File: config.mk
export PLATFORM = sky130hd
export DESIGN_NAME = digit_scan
export DESIGN_NICKNAME = d
export VERILOG_FILES = /design/src/rtl/digit_scan.sv
export SDC_FILE = /design/constraint.sdc
export NUM_CORES = 1
export LEC_CHECK = 0
export CORE_AREA = 2 2 39 41
export CTS_BUF_LIST = sky130_fd_sc_hd__clkbuf_8
export DETAILED_ROUTE_END_ITERATION = 16
export DIE_AREA = 0 0 41 43
export HOLD_SLACK_MARGIN = 0.02
export PLACE_DENSITY = 0.69
export SLEW_MARGIN = 20
export SYNTH_ARGS = -nofsm -noshare
export SYNTH_HDL_FRONTEND = slang
export SYNTH_SLANG_ARGS = --single-unit
File: constraint.sdc
create_clock -name clk -period 1.34 [get_ports clk]
set_clock_uncertainty 0.15 [all_clocks]
set_input_delay 0.134 -clock clk [delete_from_list [all_inputs] [get_ports clk]]
set_output_delay 0.134 -clock clk [all_outputs]
set_load 0.02 [all_outputs]
File: src/rtl/digit_scan.sv
// digit_scan: debounced two-digit BCD pattern detector.
//   SW2 holds the tens digit and SW1 the ones digit. OUT asserts once the sampled
//   pair equals {TARGET_TENS,TARGET_ONES} and has stayed unchanged for
//   STABLE_CYCLES sample edges. INVALID flags any non-BCD nibble in the newest
//   sample.
//   Optional feature macro: DIGIT_SCAN_HEX_EN adds active-low 7-segment
//   outputs, with segment order {g,f,e,d,c,b,a}, for both sampled digits.
//   Clock synchronisation of the switches is done outside this block.
module digit_scan #(
  parameter logic [3:0] TARGET_TENS   = 4'd7,
  parameter logic [3:0] TARGET_ONES   = 4'd1,
  parameter int         STABLE_CYCLES = 2
) (
  input  logic       clk,
  input  logic       reset_n,
  input  logic [3:0] SW1,
  input  logic [3:0] SW2,
  output logic       OUT,
  output logic       INVALID
`ifdef DIGIT_SCAN_HEX_EN
  ,
  output logic [6:0] HEX_ONES,
  output logic [6:0] HEX_TENS
`endif
);

  // The stability counter saturates at STABLE_CYCLES, so it needs just enough
  // bits to hold that value. It is always at least one bit wide.
  localparam int CNT_W = (STABLE_CYCLES < 1) ? 1 : $clog2(STABLE_CYCLES + 1);
  localparam logic [CNT_W-1:0] CNT_MAX = CNT_W'(STABLE_CYCLES);
  localparam logic [7:0] TARGET = {TARGET_TENS, TARGET_ONES};

  logic [7:0]       s_q, s_d;
  logic [CNT_W-1:0] cnt_q, cnt_d;
  logic             out_q, out_d;
  logic             invalid_q, invalid_d;
  logic [7:0]       new_sample;
  logic             new_valid;

  assign new_sample = {SW2, SW1};
  assign new_valid  = (new_sample[7:4] <= 4'd9) && (new_sample[3:0] <= 4'd9);

  // Next-state logic for the sample, the stability count and the flags.
  // OUT is decided from the values being loaded now. This lets the output
  // rise on the same edge at which the count reaches its ceiling.
  always_comb begin
    s_d = new_sample;
    if (new_sample != s_q) begin
      cnt_d = '0;
    end else if (cnt_q == CNT_MAX) begin
      cnt_d = cnt_q;
    end else begin
      cnt_d = cnt_q + 1'b1;
    end
    invalid_d = !new_valid;
    // A non-BCD target can never match, because validity is required first.
    out_d     = new_valid && (new_sample == TARGET) && (cnt_d == CNT_MAX);
  end

  // State register with a synchronous, active-low reset.
  always_ff @(posedge clk) begin
    if (!reset_n) begin
      s_q       <= 8'h00;
      cnt_q     <= '0;
      out_q     <= 1'b0;
      invalid_q <= 1'b0;
    end else begin
      s_q       <= s_d;
      cnt_q     <= cnt_d;
      out_q     <= out_d;
      invalid_q <= invalid_d;
    end
  end

  assign OUT     = out_q;
  assign INVALID = invalid_q;

`ifdef DIGIT_SCAN_HEX_EN
  logic [6:0] hex_ones_q, hex_ones_d;
  logic [6:0] hex_tens_q, hex_tens_d;

  // Active-low decode with segment order {g,f,e,d,c,b,a}.
  // Any nibble above 9 is shown as "E".
  function automatic logic [6:0] seg_decode(input logic [3:0] nib);
    logic [6:0] seg;
    case (nib)
      4'd0:    seg = 7'b1000000;
      4'd1:    seg = 7'b1111001;
      4'd2:    seg = 7'b0100100;
      4'd3:    seg = 7'b0110000;
      4'd4:    seg = 7'b0011001;
      4'd5:    seg = 7'b0010010;
      4'd6:    seg = 7'b0000010;
      4'd7:    seg = 7'b1111000;
      4'd8:    seg = 7'b0000000;
      4'd9:    seg = 7'b0010000;
      default: seg = 7'b0000110;
    endcase
    return seg;
  endfunction

  // Decode the digits being sampled this edge, so each display tracks s.
  always_comb begin
    hex_ones_d = seg_decode(new_sample[3:0]);
    hex_tens_d = seg_decode(new_sample[7:4]);
  end

  // Display registers. Reset leaves every segment off (blank).
  always_ff @(posedge clk) begin
    if (!reset_n) begin
      hex_ones_q <= 7'h7F;
      hex_tens_q <= 7'h7F;
    end else begin
      hex_ones_q <= hex_ones_d;
      hex_tens_q <= hex_tens_d;
    end
  end

  assign HEX_ONES = hex_ones_q;
  assign HEX_TENS = hex_tens_q;
`endif

endmodule

==> metrics.md, run 1 <==
| Metric | Value |
|---|---|
| Dpl hpwl | `655 um` |
| Unrepaired setup endpoints after global routing | `yes` |
| Leakage Power | `0.279 nW` |
| DRC | `0` |
| Slew Limit Headroom | `84.5%` |
| Die ar. | `0.00176 sq mm` |
| Tot GR Track Use | `12.4%` |
| Per-cell routed wire length | `11.1 um` |
| WHS Path Cells | `3` |
| Final setup fails | `0` |
| Area after DPL | `634 sq um` |
| Peak supply drop | `0.605 mV` |
| Root Buffer | `clkbuf_8` |
| Register area | `240 sq um` |
| Warnings, synthesis | `0` |
| Setup CP Type | `in2reg` |
| Antenna violations before repair | `0` |
| PnR worst setup slack | `0.0910 ns` |
| Fin util | `50.9%` |
| Non-filler cells, final | `81` |
| Pin count of the biggest net entering global routing | `8` |
| Final instance area | `704 sq um` |
| Latest clock arrival within the worst-skew pair | `0.24 ns` |
| Placer Congestion | `0.690` |
| Routed via count | `374` |
| Final ANT Viol Nets | `0` |
| H-tree depth | `1` |
| Initial DRT Pass Iterations | `4` |
| Pre-CTS WS | `-0.177 ns` |
| WL final | `898 um` |
| CTS buffer count | `3` |
| Top-Level Pins | `12` |
| Final hold violations | `0` |
| Fin crit share | `93.2%` |
| Max Slew Vio Count | `0` |
| # fillers | `141` |
| Reg2reg setup slack | `0.12 ns` |
| Syn Area/Cell | `10.1 sq um` |
| Worst r2r src | `cnt_q[1]` |
| WP data arrival | `1.25 ns` |
| Crit end category | `flop` |
| Reg2Reg Depth | `5` |
| Vias in the first global route | `310` |
| Max_cap viols | `0` |
| Data required, critical path | `1.34 ns` |
| Switching Fraction | `21.3%` |
| Hold/Removal Path Class | `in2reg` |
| Synthesized instance count | `47` |
| CTS tree | `built` |
| Iter 0 DRT Violations | `6` |
| Placeable Area | `0.00138 sq mm` |
| Postcts setup bufs | `0` |
| Bufs on Longest Clock Path | `2` |
| Die height | `43 um` |
| Peak Freq | `801 MHz` |
| Num Clock Sinks | `12` |
| Critical Path Source Type | `input port` |
| Sequential-to-total area share from yosys stat | `50.7%` |
| RR Endpoint | `OUT` |
| Synthesized area | `474 sq um` |
| Seq pwr share | `47.2%` |
| Area growth, synth to finish | `48.5%` |
| Worst hold endpoint | `s_q[3]` |
| CP Max Fanout | `3` |
| Placed cell count | `78` |
| Number of diodes | `0` |
| Part of the power in combinational logic | `13.1%` |
| Final Net Count | `78` |
| Least-Margin Pin Slew | `0.230 ns` |
| PortBufs | `11` |
| Sw power | `0.000171 W` |
| Hold_buf cts | `0` |
| PD cells | `1140 mW/mm^2` |
| Synthesized Nets | `58` |
| Row Count | `14` |
| Clock power share | `39.7%` |
| Grt ovf | `0` |
| Int Pwr | `0.000632 W` |
| First-pass GRT wire length | `1.33 mm` |
| Layout cell share with drive strength beyond 1 | `21.5%` |
| DIE WIDTH | `41 um` |
| FF+latch count, synth | `12` |
| Multi-input gate area | `246 sq um` |
| Status | `finished, final reports clean` |
| Worst Min Path Start | `SW1[3]` |
| Period minus WS final | `1.25 ns` |
| Setup_tns | `0 ns` |
| Cell variety after synth | `15` |
| Clock Pin Slew Worst Setup and Hold Paths | `0.05 ns` |
| Initial Util | `34.3%` |
| Post-DR vias/cell | `4.62` |
==> through the flow <==
step,hold slack (ns),power (W)
final,0.385,0.000803
after global routing,0.400,0.000843
after CTS,0.386,0.000811
after detailed placement,0.418,0.000487
after global placement,0.420,0.000486
after floorplan,0.0912,0.000430
==> cell usage after synthesis <==
cell	n	area, sq um
nand2_1	2	7.51
xnor2_1	8	70.1
nor4_1	2	12.5
dfxtp_1	12	240
nor4_2	1	12.5
inv_1	5	18.8
o21ai_0	2	10.0
and2_2	1	7.51
and4b_1	1	10.0
and2_1	6	37.5
ha_1	1	12.5
nor2_1	1	3.75
nand4_1	2	12.5
and2b_2	1	8.76
nand3_1	2	10.0
==> routing by layer <==
| layer | up-vias | share of wire, % | track usage (%) |
|---|---|---|---|
| met5 | - | 0 | 0 |
| met4 | 0 | 2.2 | 12.0 |
| met3 | 4 | 3.0 | 3.14 |
| met2 | 7 | 51 | 16.3 |
| met1 | 173 | 43 | 15.4 |
| li1 | 190 | - | - |
==> worst max-delay path, cell delays in order <==
cell,delay (ns)
clkdlybuf4s50_1,0.53
xnor2_1,0.13
nand4_1,0.19
nor4_2,0.27
==> state kept, by name, summed over array words and instances, names as in the netlist <==
signal / cells
INVALID: 1
OUT: 1
cnt_q: 2
s_q: 8
==> cell type report <==
type                       instances  share of cell area (%)
timing repair buffer              15                    19.5
clock buffer                       3                    5.86
inverter                           5                    2.66
tap                               16                    2.84
sequential                        12                    34.1
multi-input combinational         30                    35.0
==> worst max path at each step <==
stage	from	slack, ns	cells after the start	endpoint
2_1_floorplan	cnt_q[0]	0.11	5	OUT
3_3_place_gp	SW2[1]	-0.13	4	cnt_q[0]
3_5_place_dp	SW2[1]	-0.18	4	cnt_q[1]
4_1_cts	cnt_q[1]	0.03	5	OUT
5_1_grt	SW1[2]	-0.009	4	OUT
6_report	SW2[0]	0.09	4	OUT
==> repair_timing <==
action / 4_1_cts / 5_1_grt
pin swaps: 0 / 1
gates resized for setup: 2 / 4
setup endpoints to repair: 2 / 3
==> kinds of logic after synthesis <==
logic type	synth area share, %
XOR/XNOR	14.8
AO/OA/AOI/OAI	2.11
AND/OR/NAND/NOR	25.9
flip-flops	50.7
adder cells (fa/ha/maj)	2.64
buffers and inverters	3.96
==> power by group through the flow <==
stage | Sequential [W] | Clock [W] | Combinational, W
2_1_floorplan | 0.000389 | 0 | 0.0000407
3_3_place_gp | 0.000386 | 0 | 0.0000999
3_5_place_dp | 0.000386 | 0 | 0.000101
4_1_cts | 0.000379 | 0.000332 | 0.000100
5_1_grt | 0.000380 | 0.000349 | 0.000115
6_report | 0.000379 | 0.000319 | 0.000105
==> layout by cell type (no fill, tap or decap), types with 2 or more instances in the layout <==
cell type	Yosys	layout
dfxtp_1	12	12
clkdlybuf4s50_1	0	9
xnor2_1	8	7
and2_1	6	6
inv_1	5	5
buf_4	0	4
clkbuf_8	0	3
nand2_1	2	2
nand4_1	2	2
nor4_2	1	2
o21ai_0	2	2
dlygate4sd2_1	0	2
(Power assumes the default switching activity.)
==> run 2, diff against run 1 <==
Settings changed: SLEW_MARGIN 20 to 30.
==> results of run 2 <==
Final layout, timing and power as in run 1 (identical DEF).
==> run 3, diff against run 2 <==
Settings changed: CTS_CLUSTER_SIZE set to 12.
==> results of run 3 <==
Final layout, timing and power as in run 1 (identical DEF).
